File: src/rtl/ethernet_st_latency_source.sv
// ethernet_st_latency_source: bridges a readyLatency=0 Avalon-ST packet source onto a sink
// with readyLatency=READY_LATENCY, repairing packet framing and keeping packet/drop statistics.
`default_nettype none

module ethernet_st_latency_source #(
   parameter int DATA_W        = 32,
   parameter int EMPTY_W       = 2,
   parameter int READY_LATENCY = 2,
   parameter int CNT_W         = 16
) (
   input  logic               clk,
   input  logic               reset_n,
   output logic               in_ready,
   input  logic               in_valid,
   input  logic [DATA_W-1:0]  in_data,
   input  logic               in_startofpacket,
   input  logic               in_endofpacket,
   input  logic [EMPTY_W-1:0] in_empty,
   input  logic               out_ready,
   output logic               out_valid,
   output logic [DATA_W-1:0]  out_data,
   output logic               out_startofpacket,
   output logic               out_endofpacket,
   output logic [EMPTY_W-1:0] out_empty,
   output logic [CNT_W-1:0]   pkt_count,
   output logic [CNT_W-1:0]   drop_count,
   output logic               err_framing
);

   localparam logic [0:0] S_IDLE = 1'b0;
   localparam logic [0:0] S_PKT  = 1'b1;

   logic               w_grant;
   logic               w_acc;
   logic               w_fwd;
   logic               w_sop;
   logic               w_eop;
   logic [EMPTY_W-1:0] w_empty;
   logic               w_err;
   logic               w_pkt_inc;
   logic               w_drop_inc;
   logic [0:0]         w_state_nxt;
   logic [0:0]         r_state;

   // The output register adds one cycle, so the grant only needs READY_LATENCY-1 stages.
   generate
      if (READY_LATENCY == 1) begin : g_rl_comb
         assign w_grant = out_ready;
      end else begin : g_rl_pipe
         logic [READY_LATENCY-2:0] r_rdy_pipe;
         always_ff @(posedge clk or negedge reset_n) begin
            if (!reset_n) begin
               r_rdy_pipe <= '0;
            end else begin
               r_rdy_pipe[0] <= out_ready;
               for (int i = 1; i < READY_LATENCY-1; i++) begin
                  r_rdy_pipe[i] <= r_rdy_pipe[i-1];
               end
            end
         end
         assign w_grant = r_rdy_pipe[READY_LATENCY-2];
      end
   endgenerate

   assign in_ready = w_grant;
   assign w_acc    = in_valid & w_grant;

   always_comb begin
      w_fwd       = 1'b0;
      w_sop       = in_startofpacket;
      w_eop       = in_endofpacket;
      w_empty     = in_empty;
      w_err       = 1'b0;
      w_pkt_inc   = 1'b0;
      w_drop_inc  = 1'b0;
      w_state_nxt = r_state;
      if (w_acc) begin
         if (r_state == S_IDLE) begin
            if (in_startofpacket) begin
               w_fwd = 1'b1;
               if (in_endofpacket) w_pkt_inc = 1'b1;
               else                w_state_nxt = S_PKT;
            end else begin
               w_drop_inc = 1'b1;
               w_err      = 1'b1;
            end
         end else begin
            w_fwd = 1'b1;
            if (in_startofpacket) begin
               // A new sop inside an open packet closes the old one with this beat.
               w_sop       = 1'b0;
               w_eop       = 1'b1;
               w_empty     = '0;
               w_err       = 1'b1;
               w_pkt_inc   = 1'b1;
               w_state_nxt = S_IDLE;
            end else if (in_endofpacket) begin
               w_pkt_inc   = 1'b1;
               w_state_nxt = S_IDLE;
            end
         end
      end
      if (!w_eop) w_empty = '0;
   end

   always_ff @(posedge clk or negedge reset_n) begin
      if (!reset_n) begin
         r_state           <= S_IDLE;
         out_valid         <= 1'b0;
         out_data          <= '0;
         out_startofpacket <= 1'b0;
         out_endofpacket   <= 1'b0;
         out_empty         <= '0;
         pkt_count         <= '0;
         drop_count        <= '0;
         err_framing       <= 1'b0;
      end else begin
         r_state     <= w_state_nxt;
         out_valid   <= w_fwd;
         err_framing <= w_err;
         if (w_fwd) begin
            out_data          <= in_data;
            out_startofpacket <= w_sop;
            out_endofpacket   <= w_eop;
            out_empty         <= w_empty;
         end
         if (w_pkt_inc && (pkt_count != {CNT_W{1'b1}}))
            pkt_count <= pkt_count + 1'b1;
         if (w_drop_inc && (drop_count != {CNT_W{1'b1}}))
            drop_count <= drop_count + 1'b1;
      end
   end

endmodule

`default_nettype wire

File: config.mk
export PLATFORM = sky130hd
export DESIGN_NAME = ethernet_st_latency_source
export DESIGN_NICKNAME = d
export VERILOG_FILES = /design/src/rtl/ethernet_st_latency_source.sv
export SDC_FILE = /design/constraint.sdc
export NUM_CORES = 1
export LEC_CHECK = 0
export ABC_AREA = 1
export BUFFER_PORTS_ARGS = -buffer_cell sky130_fd_sc_hd__buf_2
export CORE_ASPECT_RATIO = 1.1
export CORE_UTILIZATION = 51
export DETAILED_ROUTE_END_ITERATION = 10
export PLACE_DENSITY = 0.79
export SKIP_LAST_GASP = 1
export SLEW_MARGIN = 20
export SYNTH_ARGS = -nofsm -noshare
export SYNTH_HDL_FRONTEND = slang
export SYNTH_SLANG_ARGS = --single-unit
File: constraint.sdc
create_clock -name clk -period 1.77 [get_ports clk]
set_input_delay 0.354 -clock clk [delete_from_list [all_inputs] [get_ports clk]]
set_output_delay 0.354 -clock clk [all_outputs]
set_load 0.1 [all_outputs]
### After elaboration in Yosys (flattened, before gate mapping)

Index checks and enable logic that the tools add are counted.

| word-level totals | value |
|---|---|
| register bits after elaboration | 72 |
| output and inout port bits | 71 |
| logic and storage cells | 43 |

| cells by class | value |
|---|---|
| $add $sub $neg | 2 |
| equality and inequality tests | 2 |
| muxes and demuxes | 26 |
| bitwise gates (word level) | 1 |
| reduce and logical (&&, ||, !) cells | 2 |

Operator list:

| operator | number |
|---|---|
| $add A16 B1 Y16 const B | 2 |
| $ne A16 B16 Y1 const B | 2 |
| $mux W1 | 22 |
| $mux W2 | 4 |
| $logic_and A1 B1 Y1 | 2 |
| $and A1 B1 Y1 | 1 |

### Logic depth before layout (Yosys ltp)

Gate-level depths: netlist (run 1).

| logic depth | value |
|---|---|
| word-level depth | 5 |
| gate-level depth with buffers | 9 |
| gate-level depth less buffers | 9 |

### Worst setup path before layout (run 1)

Ideal clock, no wire load.

| timing path | value |
|---|---|
| path kind | flip-flop to flip-flop |
| start point | reg pkt_count[0] |
| end point | reg pkt_count[2] |
| setup time | 0.068 ns |
| data arrival time | 2.136 ns |
| path slack | -0.434 ns |
| cell stages (with the launch flop) | 9 |
| path buffers | 1 |
| clock period less this slack | 2.204 ns |
| cells stage by stage | dfrtp_1 ha_1 nand3_2 clkinv_2 nand3_4 o21ai_4 buf_6 nand2_1 nand2_1 |

| between the ends | value |
|---|---|
| word-level cells in the longest chain between the ends | 2 |
| elaborated cells on any way between the ends | 3 |
| classes of those cells | 1 x add/sub; 1 x eq/ne; 1 x reduce/logical |

RTL lines:

| element | line | source |
|---|---|---|
| start: declaration | 25 | `output logic [CNT_W-1:0] pkt_count,` |
| start signal: assignment | 128 | `pkt_count <= pkt_count + 1'b1;` |
| parallel branches: the longest is 2 deep, another holds $add A16 B1 Y16 | - |  |

Several ways; the timed one is not identified.
A chain may end at the register's enable or synchronous reset.

### Final worst setup path (run 1)

| timing path | value |
|---|---|
| start point | reg pkt_count[0] |
| end point | reg pkt_count[13] |

The elaborated chain is that of the path after synthesis.

==> results.py, run 1 <==
metrics = {
    "place": {
        "dpl_cell_area_sq_um": 4200,
        "hpwl_um": 5880,
        "gp_congestion": 0.791,
        "portBuffers": 110,
    },
    "finish": {
        "multi_input_area_sq_um": 1550,
        "syn_to_final_growth_pct": 26.5,
        "register_area_sq_um": 1850,
        "nFillCells": 574,
        "fin_area_sq_um": 4440,
        "utilization": 0.669,
        "antenna_cells": 0,
        "final_layout_size_suffix_gt1_frac": 0.317,
        "fin_nets": 614,
    },
    "timing": {
        "skew_ps": 4.98,
        "min_period_ps": 1610,
        "rsz0062_at_grt": "false",
        "hold_viol": 0,
        "fin_tns_setup_ps": 0,
        "drv_slew": 0,
        "finalCritPeriodShare": 0.907,
        "setup_violations": 0,
        "worst_pin_slew_ps": 605,
        "slew_headroom": 0.596,
        "max_freq_mhz": 623,
    },
    "worst_setup_path": {
        "worst-setup-path-type": "flop to flop",
        "rrSetupSlack_ps": 160,
        "setup.worst_path.end_class": "flop",
        "worstSetupStartpoint": "pkt_count[0]$_DFFE_PN0P_",
        "worstSetupStartpointType": "flop",
        "arrival_ps": 1880,
        "cp_max_fo": 15,
        "reg2reg_from": "pkt_count[0]$_DFFE_PN0P_",
        "crit_required_ps": 2050,
        "rr_worst_depth": 7,
        "rr_endpoint": "pkt_count[13]$_DFFE_PN0P_",
    },
    "die": {
        "die_area_sq_um": 7220,
        "initial_utilization": 0.529,
        "die_h_um": 89.0,
        "pin_count": 111,
        "coreArea_sq_um": 6630,
        "fp.dieW_um": 81.1,
        "row_count": 31,
    },
    "synth": {
        "yosysWarnings": 0,
        "yosysUniqueCellTypes": 28,
        "yosysTopAreaCellShare": 0.513,
        "synth_area_leaders": "dfrtp_1 (51%), nand2_1 (26%), nor2_1 (3.5%)",
        "synth.most_common_cell": "nand2_1",
        "syn_area_sq_um": 3510,
        "synth-edff-count": 0,
        "synthArstFlopShare": 1.00,
        "synth_commonest_cells": "nand2_1 (243), dfrtp_1 (72), nor2_1 (33)",
        "yosys.area.top_type": "dfrtp_1",
        "yosysSeqAreaShare": 0.513,
        "synth_flop_cell": "dfrtp_1",
        "syn_inst": 454,
        "syn_avg_cell_area_sq_um": 7.73,
        "syn_nets": 498,
        "ys_ff_latch": 72,
    },
    "run": {
        "drv_cap": 0,
    },
    "cts": {
        "cts_tree": "done",
        "cts_num_sinks": 72,
        "ctsHoldBuffers": 0,
        "cts_made_buffers": 9,
        "clk_latency_ps": 340,
        "cts-htree-levels": 3,
        "root_buffer": "clkbuf_8",
        "cts.clk_slew.worst_paths_ps": 80,
        "clockBufferDepth": 2,
    },
    "global_route": {
        "grt_max_degree": 73,
        "overflow": 0,
        "grt_pass1_wl_um": 13200,
        "grt_antenna_before_repair": 0,
        "gr-usage-all-layers": 0.242,
        "grt_pass1_vias": 2988,
    },
    "pwr": {
        "powerDensity_nw_per_um2": 1340,
        "leakage_uw": 0.00232,
        "vdd_drop_max_uv": 1370,
    },
    "drt": {
        "drc": 0,
        "routed_wl_um": 8120,
        "drt_pre_antenna_iters": 4,
        "drt_iter0_markers": 141,
        "wire_per_inst_um": 12.4,
        "viasPerCell": 4.99,
        "vias": 3277,
        "ant_nets": 0,
    },
    "status": {
        "status": "finished, final reports clean",
    },
    "worst_hold_path": {
        "hp-class": "input pin to async pin",
    },
}
[per-layer routing]
metal | share of wire | track usage
met4 | 0.021 | 0.0990
met1 | 0.42 | 0.288
met5 | 0 | 0
met3 | 0.043 | 0.0612
met2 | 0.52 | 0.417
[worst max-delay path, stage by stage, from the launching register on]
cell      delay [ps]
dfrtp_4          450
ha_1             240
nand3_2          130
clkinv_2          90
nand3_4           80
o21ai_4          360
nand2_1          110
nand2_1           80
[cell usage in the layout (no fill, tap or decap), drive strengths merged]
cell type  count
clkinvlp       1
clkinv         4
nand2        245
xor2           3
nor2          40
clkbuf        11
inv           25
dfrtp         72
buf          115
nand4          9
o21ai         10
o22ai          1
nand3b         5
a21oi          1
ha             4
xnor2         10
bufinv         2
nand3         17
[worst max-delay path by stage]
stage | end | cells after the start
floorplan | pkt_count[2]$_DFFE_PN0P_ | 9
finish | pkt_count[13]$_DFFE_PN0P_ | 7
global route | pkt_count[9]$_DFFE_PN0P_ | 7
CTS | drop_count[1]$_DFFE_PN0P_ | 8
detailed placement | drop_count[13]$_DFFE_PN0P_ | 10
global placement | drop_count[15]$_DFFE_PN0P_ | 10
[flip-flops by register name, summed over array words and instances (netlist names)]
register	flops
pkt_count	16
out_startofpacket	1
drop_count	16
r_state	1
err_framing	1
out_empty	2
out_data	32
in_ready	1
out_endofpacket	1
out_valid	1
[logic make-up (layout without fill, tap and decap cells)]
| family | Yosys count | in the layout | synth area share |
|---|---|---|---|
| AOI/OAI and AO/OA | 12 | 12 | 0.0207 |
| and+or+nand+nor | 316 | 316 | 0.373 |
| xor gates and xnor gates | 13 | 13 | 0.0324 |
| DFF | 72 | 72 | 0.513 |
| adders and majority gates | 4 | 4 | 0.0143 |
| buffers and inverters | 37 | 158 | 0.0460 |
[layout make-up]
class	count	share of cell area
sequential	72	0.418
multi-input combinational	345	0.350
timing repair buffer	115	0.138
clock buffer	11	0.0296
inverter	27	0.0231
tap	82	0.0231
clock inverter	5	0.0183
[metrics by stage]
| step | power [uW] | setup slack (ps) | hold WS (ps) | cells |
|---|---|---|---|---|
| 3_5_place_dp | 4560 | 101 | 413 | 640 |
| 6_report | 5930 | 164 | 32.5 | 657 |
| 5_1_grt | 6180 | 22.7 | 49.7 | 657 |
| 2_1_floorplan | 4110 | 38.5 | 58.4 | 454 |
| 3_3_place_gp | 4520 | 144 | 412 | 640 |
| 4_1_cts | 5970 | 90.6 | 34.4 | 656 |
[power breakdown]
group | total, uW | switching [uW] | internal (uW)
clock network | 1410 | 611 | 795
registers | 2110 | 204 | 1900
logic | 2420 | 2060 | 357
total | 5930 | 2880 | 3050
[timing repair]
| action | in CTS | in global routing |
|---|---|---|
| resized for setup | 0 | 3 |
| hold endpoints to repair | 0 | 0 |
| setup endpoints to repair | 0 | 20 |
| buffers inserted | 0 | 1 |
Power figures use the tool's default switching activity.
==> run 2: changes to the inputs <==
--- a/config.mk
+++ b/config.mk
@@ -7,7 +7,7 @@
 export LEC_CHECK = 0
 export ABC_AREA = 1
 export BUFFER_PORTS_ARGS = -buffer_cell sky130_fd_sc_hd__buf_2
-export CORE_ASPECT_RATIO = 1.1
+export CORE_ASPECT_RATIO = 1.4
 export CORE_UTILIZATION = 51
 export DETAILED_ROUTE_END_ITERATION = 10
 export PLACE_DENSITY = 0.79
==> results.py, run 2 (same netlist as run 1, synthesis figures left out) <==
metrics = {
    "timing": {
        "drv_slew": 0,
        "setup_violations": 0,
        "skew_ps": 7.96,
        "setup_ws_ps": 110,
        "whs_ps": 109,
        "finalCritPeriodShare": 0.938,
        "slew_headroom": 0.591,
        "min_period_ps": 1660,
        "rsz0062_at_grt": "true",
        "worst_pin_slew_ps": 612,
        "max_freq_mhz": 602,
        "hold_viol": 0,
    },
    "worst_setup_path": {
        "cp_max_fo": 4,
        "critPathTopFamily": "simple AND/OR/NAND/NOR gates",
        "arrival_ps": 1910,
        "setup.worst_path.end_class": "flop",
        "worstSetupStartpointType": "flop",
        "path_buf_inv": 2,
        "crit_required_ps": 2020,
        "crit_top_cell": "nand2_1",
        "worst-setup-path-type": "flop to flop",
        "slowest_delay_ps": 410,
        "slowest_stage": "dfrtp_1",
        "crit_chain": "inv_1 -> ha_1 -> inv_1 -> nor2_1 -> nand3_1 -> nor2_1 -> nand2_1 -> nand2_1 -> nand2_1",
    },
    "die": {
        "row_count": 35,
        "fp.dieW_um": 72.1,
        "coreArea_sq_um": 6610,
        "pin_count": 111,
        "die_h_um": 100,
        "initial_utilization": 0.531,
        "die_area_sq_um": 7220,
    },
    "cts": {
        "cts_num_sinks": 72,
        "clockBufferDepth": 2,
        "cts_made_buffers": 9,
        "root_buffer": "clkbuf_8",
        "cts-htree-levels": 3,
        "cts.clk_slew.worst_paths_ps": 80,
        "clk_latency_ps": 350,
        "cts_tree": "done",
    },
    "finish": {
        "multi_input_area_sq_um": 1550,
        "syn_to_final_growth_pct": 28.3,
        "final_cell_mix": "nand2_1 (242), buf_2 (110), dfrtp_1 (39), nor2_1 (32), dfrtp_2 (29)",
        "final_cells": 670,
        "final_layout_size_suffix_gt1_frac": 0.320,
        "regMostFlops": "out_data",
        "final_common_cell": "nand2_1",
        "antenna_cells": 0,
        "reg_top3": "out_data (32), drop_count (16), pkt_count (16)",
        "fin_nets": 617,
        "largest_register_ff_count": 32,
        "utilization": 0.681,
        "nFillCells": 557,
        "register_area_sq_um": 1850,
    },
    "pwr": {
        "p_sw_uw": 2870,
        "p_int_uw": 3040,
        "switching_share": 0.486,
        "combPwrFrac": 0.410,
        "pwr-share-clk": 0.233,
        "p_total_uw": 5910,
        "p_seq_frac": 0.357,
        "powerDensity_nw_per_um2": 1310,
        "leakage_uw": 0.00235,
        "vdd_drop_max_uv": 1010,
    },
    "global_route": {
        "grt_pass1_vias": 3232,
        "grt_pass1_wl_um": 14000,
        "overflow": 0,
        "grt_antenna_before_repair": 0,
        "gr-usage-all-layers": 0.250,
        "grt_max_degree": 45,
    },
    "place": {
        "dp_slack_ps": 86.1,
        "hpwl_um": 6090,
        "portBuffers": 110,
        "placed_cells": 652,
        "gp_congestion": 0.838,
    },
    "run": {
        "drv_cap": 0,
    },
    "drt": {
        "viasPerCell": 4.94,
        "vias": 3312,
        "wire_per_inst_um": 12.2,
        "drt_iter0_markers": 129,
        "routed_wl_um": 8200,
        "drc": 0,
        "ant_nets": 0,
        "drt_pre_antenna_iters": 4,
    },
    "worst_hold_path": {
        "hp-class": "input pin to flop",
    },
    "status": {
        "status": "finished, final reports clean",
    },
}
-- run 2: cell types whose count changed in the layout (fill, tap and decap cells not counted) --
cell           delta
dlygate4sd3_1     +1
clkbuf_1          -2
buf_12            +2
bufinv_16         -1
nor2_1            +1
clkbuf_8          +3
nor2_2            -1
-- run 2: routing by layer --
layer	up-vias	track usage	wire, um
met1	1567	0.287	3260
li1	1630	-	-
met5	-	0	0
met2	98	0.446	4330
met4	0	0.0980	189
met3	17	0.0582	417
-- run 2: final timing paths --
kind,slack [ps],to,cells after the start,from
min in group asynchronous,520,out_data[16]$_DFFE_PN0P_,3,reset_n
worst max-delay path,110,drop_count[13]$_DFFE_PN0P_,9,r_state$_DFFE_PN0P_
worst min register to register,470,out_data[25]$_DFFE_PN0P_,2,out_data[25]$_DFFE_PN0P_
worst max register to register,110,drop_count[13]$_DFFE_PN0P_,9,r_state$_DFFE_PN0P_
max in group asynchronous,990,pkt_count[11]$_DFFE_PN0P_,3,reset_n
worst min-delay path,110,in_ready$_DFF_PN0_,1,out_ready
-- run 2: stage by stage --
step	TNS, ps	instance area [sq um]
2_1_floorplan	0	3560
3_3_place_gp	0	4250
3_5_place_dp	0	4250
4_1_cts	0	4480
5_1_grt	-58.2	4500
6_report	0	4500
-- run 2: power by group through the flow --
| stage | Combinational [uW] | Clock, uW | Sequential (uW) |
|---|---|---|---|
| floorplan | 347 | 0 | 3760 |
| global placement | 2410 | 0 | 2130 |
| detailed placement | 2430 | 0 | 2140 |
| CTS | 2430 | 1410 | 2110 |
| global route | 2540 | 1480 | 2150 |
| finish | 2420 | 1380 | 2110 |
-- run 2: layout make-up --
type,instances,share of cell area
clock buffer,12,0.0367
sequential,72,0.412
timing repair buffer,118,0.147
tap,92,0.0256
multi-input combinational,345,0.345
clock inverter,4,0.0114
inverter,27,0.0228
-- run 2: repair_timing --
action	4_1_cts	5_1_grt
gates resized for setup	0	2
setup buffers	0	1
hold buffers	1	0
hold endpoints to repair	28	0
endpoints found under the setup margin	0	21
==> run 3: changes to the inputs <==
--- a/config.mk
+++ b/config.mk
@@ -5,12 +5,12 @@
 export SDC_FILE = /design/constraint.sdc
 export NUM_CORES = 1
 export LEC_CHECK = 0
-export ABC_AREA = 1
 export BUFFER_PORTS_ARGS = -buffer_cell sky130_fd_sc_hd__buf_2
 export CORE_ASPECT_RATIO = 1.4
-export CORE_UTILIZATION = 51
+export CORE_MARGIN = 5
+export CORE_UTILIZATION = 49
 export DETAILED_ROUTE_END_ITERATION = 10
-export PLACE_DENSITY = 0.79
+export PLACE_DENSITY = 0.9
 export SKIP_LAST_GASP = 1
 export SLEW_MARGIN = 20
 export SYNTH_ARGS = -nofsm -noshare
==> results.py, run 3 <==
metrics = {
    "finish": {
        "final_cells": 515,
        "final_common_cell": "nand2_1",
        "final_layout_size_suffix_gt1_frac": 0.440,
        "syn_to_final_growth_pct": 36.8,
        "regMostFlops": "out_data",
        "fin_nets": 482,
        "antenna_cells": 0,
        "largest_register_ff_count": 32,
        "reg_top3": "out_data (32), drop_count (16), pkt_count (16)",
        "final_cell_mix": "nand2_1 (116), buf_2 (110), dfrtp_1 (39), dfrtp_2 (20), xnor2_1 (14)",
        "nFillCells": 444,
    },
    "worst_setup_path": {
        "crit_chain": "ha_4 -> and3_4 -> and3_4 -> a21oi_4 -> and4_1 -> xor2_1",
        "rr_worst_depth": 6,
        "path_buf_inv": 0,
        "arrival_ps": 1990,
        "slowest_stage": "dfrtp_4",
        "critPathTopFamily": "simple AND/OR/NAND/NOR gates",
        "crit_required_ps": 2010,
        "rrSetupSlack_ps": 30,
        "setup.worst_path.end_class": "flop",
        "slowest_delay_ps": 510,
        "worstSetupStartpointType": "flop",
        "crit_top_cell": "and3_4",
        "reg2reg_from": "pkt_count[0]$_DFFE_PN0P_",
        "cp_max_fo": 7,
        "worst-setup-path-type": "flop to flop",
        "rr_endpoint": "pkt_count[3]$_DFFE_PN0P_",
    },
    "synth": {
        "syn_area_sq_um": 3080,
        "synth_area_leaders": "dfrtp_1 (58%), nand2_1 (14%), xnor2_1 (4.0%)",
        "yosys.area.top_type": "dfrtp_1",
        "synth_commonest_cells": "nand2_1 (116), dfrtp_1 (72), nor2_1 (14), xnor2_1 (14)",
        "syn_nets": 353,
        "synthMuxAreaShare": 0.0110,
        "synthArstFlopShare": 1.00,
        "ys_ff_latch": 72,
        "synthAdderAreaFrac": 0.0195,
        "synth-compound-area-share": 0.0369,
        "syn_avg_cell_area_sq_um": 9.98,
        "syn_inst": 309,
        "synth_flop_cell": "dfrtp_1",
        "yosysSeqAreaShare": 0.584,
        "synthXorXnorAreaFrac": 0.0710,
        "synth_top_family_by_area": "simple AND/OR/NAND/NOR gates",
        "synthSimpleGateAreaFrac": 0.262,
        "yosysUniqueCellTypes": 37,
        "yosysTopAreaCellShare": 0.584,
        "synth.most_common_cell": "nand2_1",
        "synth-edff-count": 0,
        "yosysWarnings": 0,
    },
    "cts": {
        "cts-htree-levels": 3,
        "cts_tree": "done",
        "root_buffer": "clkbuf_8",
        "ctsHoldBuffers": 0,
        "cts_num_sinks": 72,
        "clk_latency_ps": 330,
        "clockBufferDepth": 2,
        "cts_made_buffers": 9,
        "cts.clk_slew.worst_paths_ps": 80,
    },
    "place": {
        "gp_congestion": 0.790,
        "hpwl_um": 5160,
        "portBuffers": 110,
        "placed_cells": 494,
        "dp_slack_ps": -19.2,
    },
    "drt": {
        "routed_wl_um": 7360,
        "ant_nets": 0,
        "vias": 2662,
        "drc": 0,
        "viasPerCell": 5.17,
        "wire_per_inst_um": 14.3,
        "drt_iter0_markers": 123,
        "drt_pre_antenna_iters": 4,
    },
    "die": {
        "initial_utilization": 0.500,
        "coreArea_sq_um": 6170,
        "row_count": 34,
        "pin_count": 111,
        "die_area_sq_um": 8000,
        "die_h_um": 104,
        "fp.dieW_um": 77.1,
    },
    "timing": {
        "worst_pin_slew_ps": 499,
        "skew_ps": 6.09,
        "rsz0062_at_grt": "true",
        "min_period_ps": 1740,
        "setup_violations": 0,
        "setup_ws_ps": 25.7,
        "whs_ps": 38.4,
        "finalCritPeriodShare": 0.985,
        "hold_viol": 0,
        "max_freq_mhz": 573,
        "slew_headroom": 0.669,
        "drv_slew": 0,
    },
    "pwr": {
        "vdd_drop_max_uv": 996,
        "p_total_uw": 6460,
        "powerDensity_nw_per_um2": 1530,
        "leakage_uw": 0.00223,
    },
    "global_route": {
        "grt_antenna_before_repair": 0,
        "grt_pass1_wl_um": 12200,
        "overflow": 0,
        "grt_max_degree": 73,
        "gr-usage-all-layers": 0.184,
        "grt_pass1_vias": 2682,
    },
    "worst_hold_path": {
        "hp-class": "input pin to async pin",
    },
    "status": {
        "status": "finished, final reports clean",
    },
    "run": {
        "drv_cap": 0,
    },
}
## run 3: cell types whose count changed in the layout (fill, tap and decap cells not counted), moves of 8 or more
cell | before | now
xor2_1 | 3 | 11
nand2_1 | 242 | 116
buf_4 | 3 | 13
dfrtp_2 | 29 | 20
dfrtp_4 | 4 | 13
nor2_1 | 32 | 12
inv_1 | 22 | 2
## run 3: worst max-delay path by stage
stage                             startpoint                    endpoint  cells past startpoint
floorplan           pkt_count[1]$_DFFE_PN0P_    pkt_count[3]$_DFFE_PN0P_                      7
global placement            in_startofpacket  drop_count[15]$_DFFE_PN0P_                      8
detailed placement          in_startofpacket   drop_count[9]$_DFFE_PN0P_                      8
CTS                      r_state$_DFFE_PN0P_  drop_count[11]$_DFFE_PN0P_                      7
global route        pkt_count[0]$_DFFE_PN0P_    pkt_count[3]$_DFFE_PN0P_                      6
finish              pkt_count[0]$_DFFE_PN0P_    pkt_count[3]$_DFFE_PN0P_                      6
## run 3: cell type report
type / instances / area, sq um / area share
Clock buffer: 11 / 141 / 0.0335
Clock inverter: 5 / 104 / 0.0246
Inverter: 3 / 11.3 / 0.00267
Sequential cell: 72 / 1880 / 0.444
Tap cell: 72 / 90.1 / 0.0213
Multi-Input combinational cell: 226 / 1290 / 0.306
Timing Repair Buffer: 126 / 708 / 0.168
## run 3: worst register-to-register path, delay by kind of cell (launching register included)
kind | cells | cell delay (ps)
DFF | 1 | 510
AOI/OAI and AO/OA | 1 | 230
and+or+nand+nor | 3 | 590
xor gates and xnor gates | 1 | 160
adders and majority gates | 1 | 170
## run 3: kinds of logic after synthesis
kind of cell	after synthesis
simple gates	177
compound gates	16
xor+xnor	25
buf+inv	11
flops	72
fa+ha+maj	5
mux	3
## run 3: repair_timing
action                                  4_1_cts  5_1_grt
endpoints found under the setup margin        3       10
buffers inserted                              2        3
gates resized for setup                       0        7
pin swaps                                     2        4
## run 3: layer usage
layer	vias up	wire (um)	global-route usage
met2	104	3580	0.283
met5	-	0	0
met4	0	89	0.0565
met3	10	642	0.0745
met1	1268	3050	0.239
li1	1280	-	-
## run 3: report_power, final
part | switching (uW) | internal [uW] | total [uW]
Clock | 585 | 976 | 1560
Combinational | 2290 | 450 | 2740
Sequential | 210 | 1950 | 2160
Total | 3090 | 3370 | 6460
## run 3: stage by stage
stage	utilization	setup TNS [ps]	instance area [sq um]
CTS	0.676	-79.1	4170
finish	0.684	0	4220
detailed placement	0.633	-44.0	3910
global route	0.684	-26.3	4220
global placement	0.633	0	3910
floorplan	-	-670	3180
